**src/rtl/rob_req_tagger.sv**
```systemverilog
// Tags an in-order request stream with ROB IDs and steers out-of-order responses into the ROB write port.
// Optional macro ROB_TAGGER_RESP_REG_EN registers the response path (push one cycle after the response).
module rob_req_tagger #(
    parameter int DataWidth = 32,
    parameter int RespWidth = 32,
    parameter int NumWords  = 8,
    parameter int IdWidth   = $clog2(NumWords)
) (
    input  logic                 clk_i,
    input  logic                 rst_ni,
    input  logic [DataWidth-1:0] req_data_i,
    input  logic                 req_valid_i,
    output logic                 req_ready_o,
    output logic [DataWidth-1:0] mem_req_data_o,
    output logic [IdWidth-1:0]   mem_req_id_o,
    output logic                 mem_req_valid_o,
    input  logic                 mem_req_ready_i,
    input  logic [RespWidth-1:0] mem_resp_data_i,
    input  logic [IdWidth-1:0]   mem_resp_id_i,
    input  logic                 mem_resp_valid_i,
    output logic                 rob_id_req_o,
    input  logic [IdWidth-1:0]   rob_id_i,
    input  logic                 rob_full_i,
    output logic [RespWidth-1:0] rob_data_o,
    output logic [IdWidth-1:0]   rob_id_o,
    output logic                 rob_push_o,
    output logic [IdWidth:0]     outstanding_o,
    output logic                 err_o,
    output logic                 idle_o
);

    localparam logic [IdWidth:0] MaxOutstanding = (IdWidth+1)'(NumWords);
    localparam logic [IdWidth:0] CntOne         = (IdWidth+1)'(1);

    logic                 vld_p1;
    logic [DataWidth-1:0] req_data_p1;
    logic [IdWidth-1:0]   req_id_p1;
    logic                 stage_free;
    logic                 accept;
    logic                 resp_hit;
    logic                 resp_err;
    logic                 push;
    logic [IdWidth-1:0]   push_id;
    logic [RespWidth-1:0] push_data;
    logic [NumWords-1:0]  pending_q;
    logic [NumWords-1:0]  pending_d;
    logic [IdWidth:0]     outstanding_q;
    logic                 err_q;

    function automatic logic [IdWidth:0] count_next(input logic [IdWidth:0] cnt,
                                                     input logic inc, input logic dec);
        logic [IdWidth:0] res;
        res = cnt;
        if (inc && !dec) res = cnt + CntOne;
        else if (dec && !inc) res = cnt - CntOne;
        return res;
    endfunction

    assign stage_free   = !vld_p1 || mem_req_ready_i;
    assign req_ready_o  = stage_free && !rob_full_i && !pending_q[rob_id_i] &&
                          (outstanding_q < MaxOutstanding);
    assign accept       = req_valid_i && req_ready_o;
    assign rob_id_req_o = accept;

    // Stage p1: request register towards memory
    always_ff @(posedge clk_i or negedge rst_ni) begin
        if (!rst_ni) begin
            vld_p1 <= 1'b0;
        end else if (accept) begin
            vld_p1 <= 1'b1;
        end else if (mem_req_ready_i) begin
            vld_p1 <= 1'b0;
        end
    end

    always_ff @(posedge clk_i) begin
        if (accept) begin
            req_data_p1 <= req_data_i;
            req_id_p1   <= rob_id_i;
        end
    end

`ifdef ROB_TAGGER_RESP_REG_EN
    logic                 push_vld_p1;
    logic [IdWidth-1:0]   push_id_p1;
    logic [RespWidth-1:0] push_data_p1;

    // An ID already captured for push counts as answered even though its pending bit clears next edge.
    assign resp_hit = mem_resp_valid_i && pending_q[mem_resp_id_i] &&
                      !(push_vld_p1 && (push_id_p1 == mem_resp_id_i));

    // Stage p1: registered response towards the ROB
    always_ff @(posedge clk_i or negedge rst_ni) begin
        if (!rst_ni) begin
            push_vld_p1 <= 1'b0;
        end else begin
            push_vld_p1 <= resp_hit;
        end
    end

    always_ff @(posedge clk_i) begin
        if (mem_resp_valid_i) begin
            push_id_p1   <= mem_resp_id_i;
            push_data_p1 <= mem_resp_data_i;
        end
    end

    assign push      = push_vld_p1;
    assign push_id   = push_id_p1;
    assign push_data = push_data_p1;
`else
    assign resp_hit  = mem_resp_valid_i && pending_q[mem_resp_id_i];
    assign push      = resp_hit;
    assign push_id   = mem_resp_id_i;
    assign push_data = mem_resp_data_i;
`endif

    assign resp_err = mem_resp_valid_i && !resp_hit;

    always_comb begin
        pending_d = pending_q;
        if (push) pending_d[push_id] = 1'b0;
        if (accept) pending_d[rob_id_i] = 1'b1;
    end

    always_ff @(posedge clk_i or negedge rst_ni) begin
        if (!rst_ni) begin
            pending_q     <= '0;
            outstanding_q <= '0;
            err_q         <= 1'b0;
        end else begin
            pending_q     <= pending_d;
            outstanding_q <= count_next(outstanding_q, accept, push);
            if (resp_err) err_q <= 1'b1;
        end
    end

    assign mem_req_valid_o = vld_p1;
    assign mem_req_data_o  = req_data_p1;
    assign mem_req_id_o    = req_id_p1;
    assign rob_push_o      = push;
    assign rob_id_o        = push_id;
    assign rob_data_o      = push_data;
    assign outstanding_o   = outstanding_q;
    assign err_o           = err_q;
    assign idle_o          = (outstanding_q == '0) && !vld_p1;

endmodule

```
**config.mk**
```make
export PLATFORM = sky130hd
export DESIGN_NAME = rob_req_tagger
export DESIGN_NICKNAME = d
export VERILOG_FILES = /design/src/rtl/rob_req_tagger.sv
export SDC_FILE = /design/constraint.sdc
export NUM_CORES = 1
export LEC_CHECK = 0
export ABC_AREA = 1
export ABC_CLOCK_PERIOD_IN_PS = 5600
export CAP_MARGIN = 20
export CORE_ASPECT_RATIO = 1.2
export CORE_MARGIN = 10
export CORE_UTILIZATION = 39
export DETAILED_ROUTE_END_ITERATION = 16
export GPL_ROUTABILITY_DRIVEN = 0
export PLACE_DENSITY = 0.95
export SYNTH_ARGS = -nofsm -noshare
export SYNTH_HDL_FRONTEND = slang
export SYNTH_SLANG_ARGS = --single-unit
```
**constraint.sdc**
```tcl
create_clock -name clk_i -period 5.6 [get_ports clk_i]
set_clock_uncertainty 0.15 [all_clocks]
set_input_delay 0.56 -clock clk_i [delete_from_list [all_inputs] [get_ports clk_i]]
set_output_delay 0.56 -clock clk_i [all_outputs]
set_load 0.02 [all_outputs]
```
Word-level counts from Yosys, hierarchy flattened
Cells that the tools add are included.
{"block": "totals", "ff_bits": 49, "latchBits": 0, "ramBits": 0, "romBits": 0, "output_inout_bits": 80, "elab_cells": 50, "n_memories": 0}
{"block": "classes", "addsub": 2, "n_mul": 0, "div": 0, "order_cmp": 5, "eq_ne": 0, "n_shift": 0, "mux": 14, "bitwise_logic": 3, "reduce_logical": 20}
{"op": "8-bit two-way mux", "count": 2}
{"op": "1-bit logical AND", "count": 11}
{"op": "8-bit AND", "count": 1}
{"op": "3-bit by 4-bit less-than comparator with 1-bit output, second input constant", "count": 2}
{"op": "4-bit two-way mux", "count": 2}
{"op": "8-bit inverter", "count": 1}
{"op": "8-bit OR", "count": 1}
{"op": "1-bit binary-select mux with 3-bit select", "count": 2}
{"op": "1-bit demux with 3-bit select", "count": 2}
{"op": "3-bit by 1-bit greater-or-equal comparator with 1-bit output, second input constant", "count": 2}
{"op": "1-bit two-way mux", "count": 6}
{"op": "1-bit logical NOT", "count": 5}
{"op": "4-bit by 1-bit adder with 4-bit output, second input constant", "count": 1}
{"op": "4-bit logical NOT", "count": 1}
{"op": "4-bit less-than comparator, second input constant", "count": 1}
{"op": "2-bit nonzero test", "count": 2}
{"op": "4-bit by 1-bit subtractor with 4-bit output, second input constant", "count": 1}
{"op": "1-bit logical OR", "count": 1}

Logic depth before layout (Yosys ltp)
{"block": "logic_depth", "depth_word": 10, "ltp_mapped": 16, "ltp_nobuf": 16}

Worst setup path before layout
Ideal clock, no wire load.
{"block": "synth_path", "path_type": "input-to-reg", "start": "input rob_id_i[1]", "end": "register outstanding_q[3] (netlist: outstanding_o[3])", "setup_ns": 0.121, "arrival_time_ns": 3.007, "path_slack_ns": 2.322, "stages": 16, "path_cell_list": "buf_6 > inv_4 > nand3_1 > nor2_1 > nor2_2 > nand3_2 > nor2_4 > ha_1 > inv_1 > ha_1 > a21oi_1 > nand2_1 > a21oi_1 > o21ai_1 > nand2_1 > nand2_1"}
{"block": "synth_via", "elab_chain_cells": 9, "word_cells_on_any_way": 11, "cone_classes": "mux: 3; reduce/logical: 8"}
{"item": "start: declaration", "line": "22", "rtl": "input logic [IdWidth-1:0] rob_id_i,"}
{"item": "1-bit binary-select mux with 3-bit select *", "line": "60", "rtl": "assign req_ready_o = stage_free && !rob_full_i && !pending_q[rob_id_i] &&"}
{"item": "1-bit two-way mux (implied by the code) *", "line": "60"}
{"item": "1-bit logical NOT *", "line": "60"}
{"item": "1-bit logical AND * (2 in series)", "line": "60"}
{"item": "1-bit logical AND *", "line": "62", "rtl": "assign accept = req_valid_i && req_ready_o;"}
{"item": "named net rob_id_req_o", "line": "21", "rtl": "output logic rob_id_req_o,"}
{"item": "1-bit logical NOT", "line": "55", "rtl": "else if (dec && !inc) res = cnt - CntOne;"}
{"item": "1-bit logical AND", "line": "55"}
{"item": "2-bit nonzero test (no source line)"}
{"item": "end signal: assignment", "line": "133", "rtl": "outstanding_q <= count_next(outstanding_q, accept, push);"}
{"item": "end: declaration", "line": "47", "rtl": "logic [IdWidth:0] outstanding_q;"}
Mark *: on every way through the listed nets, which the timed path passes. The rest lies on a longest branch. The select of a mux whose other input is x is not followed.
A chain may end at the register's enable or synchronous reset.

Final worst setup path
{"block": "layout_path", "start": "input rob_id_i[1]", "end": "output rob_id_req_o"}
{"block": "layout_via", "elab_chain_cells": 6}
{"item": "1-bit binary-select mux with 3-bit select", "line": "60"}
{"item": "1-bit two-way mux (implied by the code)", "line": "60"}
{"item": "1-bit logical NOT", "line": "60"}
{"item": "1-bit logical AND (2 in series)", "line": "60"}
{"item": "1-bit logical AND", "line": "62"}
{"item": "end: declaration", "line": "21"}
No other way between the ends. The select of a mux whose other input is x is not followed.

==> qor.txt <==
Num CTS Buffers = 5
Root buffer cell = clkbuf_8
Final period utilization = 0.7068
CP required = 4.89 ns
Dpl hpwl = 5008 µm
Vias in the first global route = 1709
Tot GR Track Use = 0.1255
Worst hold path type = flip-flop to flip-flop
Share of cells above drive strength 1 = 0.08541
CTS sink count = 49
Buf/Inv on CP = 4
Clock transition at path regs = 0.09 ns
Worst skew pair latency = 0.30 ns
Initial Utilization = 0.3981
Pins Over Slew Limit = 0
Crit path launch type = input pin
Total Routed Length = 6195 µm
Post-Syn Nets = 302
Placeable Area = 0.006012 mm²
FF/Latch Area = 0.001401 mm²
Number of diodes = 0
Max Clk Rate = 252.6 MHz
Largest net degree at the start of global routing = 34
CP top delay family = buffers and inverters
P per Cell Area = 362.8 mW/mm²
Top_reg_cell synth = edfxtp_1
Port bufs = 91
RSZ-0062 raised after global routing = false
Critical path's slowest cell = clkdlybuf4s50_1
Postcts setup bufs = 0
1st-iter DRT viols = 149
Period minus WS final = 3.958 ns
Area of the multi-input gates = 569.3 µm²
# fillers = 500
Yosys top cell by area = edfxtp_1
Final nets = 360
Final hold vios = 0
Post-route setup TNS = 0 ns
Status = finished, final reports clean
CTS tree = built
Std-Cell Rows = 31
Max cap viols = 0
Die height = 105.8 µm
Final setup violation count = 0
Area Growth Syn to Fin = 34.29%
H-tree depth = 2
Synth Instances = 222
LEAKAGE = 1.293 nW
Die W = 91.52 µm
Deepest clock path buffer count = 2
Post-DRT Antenna Nets = 0
Pwr Total = 1.166 mW
Slew @ Worst Pin = 0.6476 ns
Rel. slew slack = 0.5669
CP Class = input pin to primary output
Die ar. = 0.009684 mm²
Share of synthesized registers carrying an async set or reset = 0.2857
Ys Warns = 0
Critical path, cell by cell = clkdlybuf4s50_1 -> inv_4 -> nand3_1 -> nor2_1 -> nor2_2 -> nand3_2 -> nor2_4 -> buf_4 -> clkdlybuf4s50_1
DRC = 0
Post-synthesis cell type count = 32
Avg Inst Size Synth = 10.78 µm²
Total grt overflow = 0
Seq/Total Area, Yosys = 0.5855
Post-synth EDFFs = 35
WL/cell = 17.07 µm
Worst path most repeated cell = clkdlybuf4s50_1
First-pass GRT wire length = 9494 µm
Synth top area share = 0.4391
Vias after detailed routing = 1754
First-pass detailed-route iteration total = 4
Synthesis-stage register bit count = 49
Post-CTS Resized = 0
Critical Path End Type = primary output
Post-CTS Hold Fix Bufs = 0
CP max FO = 33
Initial antenna violation count = 0
Max incr delay on CP = 0.74 ns
Max IR drop VDD = 0.1630 mV
WP data arrival = 3.25 ns
# IOs = 156
Mapped cell area = 0.002394 mm²
DR vias/cell = 4.832
Synth area leaders = edfxtp_1 (44%), dfrtp_1 (15%), buf_4 (11%)
cells in the final DEF, fill, tap and decap left out, types with 3 or more instances in the layout:
master	Yosys	routed
ha_1	3	3
inv_1	17	17
dfrtp_1	14	14
inv_2	4	4
nand2_1	40	40
edfxtp_1	35	35
nor2_1	12	12
nor3_1	6	6
clkbuf_8	0	5
nor2_2	4	4
clkdlybuf4s50_1	0	91
nand3_1	16	16
nand4_1	8	8
cells by family after synthesis:
group / after synthesis / share of synthesized area
multiplexers: 1 / 0.004704
adder cells (fa/ha/maj): 4 / 0.02405
flip-flops: 49 / 0.5855
AND/OR/NAND/NOR: 92 / 0.1824
XOR/XNOR: 2 / 0.007320
AO/OA/AOI/OAI: 8 / 0.01934
buffers and inverters: 66 / 0.1767
per-layer routing:
layer | part of all wire | track usage
met1 | 0.38 | 0.1417
met3 | 0.12 | 0.04897
met2 | 0.47 | 0.2055
met5 | 0 | 0
met4 | 0.027 | 0.05493
sequential cells by signal, summed over array words and instances, names as in the netlist:
register         cells
err_o                1
mem_req_data_o      32
mem_req_id_o         3
mem_req_valid_o      1
outstanding_o        4
pending_q            8
cell type report:
cell class | instances | area share
Sequential cell | 49 | 0.4360
Clock buffer | 5 | 0.02141
Inverter | 25 | 0.03503
Timing Repair Buffer | 92 | 0.2857
Multi-Input combinational cell | 107 | 0.1771
Tap cell | 82 | 0.03192
Clock inverter | 3 | 0.01285
worst register-to-register path, cell delays in order, from the launching register on:
cell and delay [ns]:
dfrtp_1 0.41, inv_1 0.09, nand2_1 0.09, nor2_2 0.11, nand2_1 0.06, nor2_1 0.12, nand3_2 0.14, nor2_4 0.28
ha_1 0.23, inv_1 0.11, ha_1 0.34, a21oi_1 0.15, nand2_1 0.09, a21oi_1 0.17, o21ai_1 0.09, nand2_1 0.06
nand2_1 0.04
worst paths after layout:
kind	from	slack, ns	cells after the start	to
worst max-delay path	rob_id_i[1]	1.64	9	rob_id_req_o
worst min-delay path	pending_q[5]	0.35	2	pending_q[5]
worst max register to register	outstanding_o[3]	2.78	16	outstanding_o[3]
worst min register to register	pending_q[5]	0.35	2	pending_q[5]
max in group asynchronous	rst_ni	4.38	1	mem_req_valid_o
min in group asynchronous	rst_ni	0.50	1	pending_q[3]
metrics by stage:
stage / hold slack, ns / setup slack, ns / instance area [µm²] / utilization / cells
3_3_place_gp: 0.3180 / 1.811 / 3104 / 0.5163 / 355
4_1_cts: 0.3433 / 1.649 / 3214 / 0.5347 / 363
3_5_place_dp: 0.3151 / 1.666 / 3104 / 0.5163 / 355
2_1_floorplan: 0.1144 / 2.322 / 2394 / - / 222
5_1_grt: 0.3574 / 1.458 / 3214 / 0.5347 / 363
6_report: 0.3460 / 1.642 / 3214 / 0.5347 / 363
synth_stat cells (all sizes together) (2+ instances only):
cell	number
nand2	42
dfrtp	14
buf	40
xnor2	2
nand4	8
nor2	18
o21ai	3
nand3	17
nor3	6
ha	3
edfxtp	35
inv	23
a21oi	2
where the power goes:
group	leakage, nW	switching (mW)	internal (mW)
Clock	0.0518	0.113	0.131
Sequential	0.490	0.0540	0.469
Combinational	0.751	0.218	0.181
Total	1.29	0.384	0.782
Note: power is estimated with default switching activity, not from simulation.
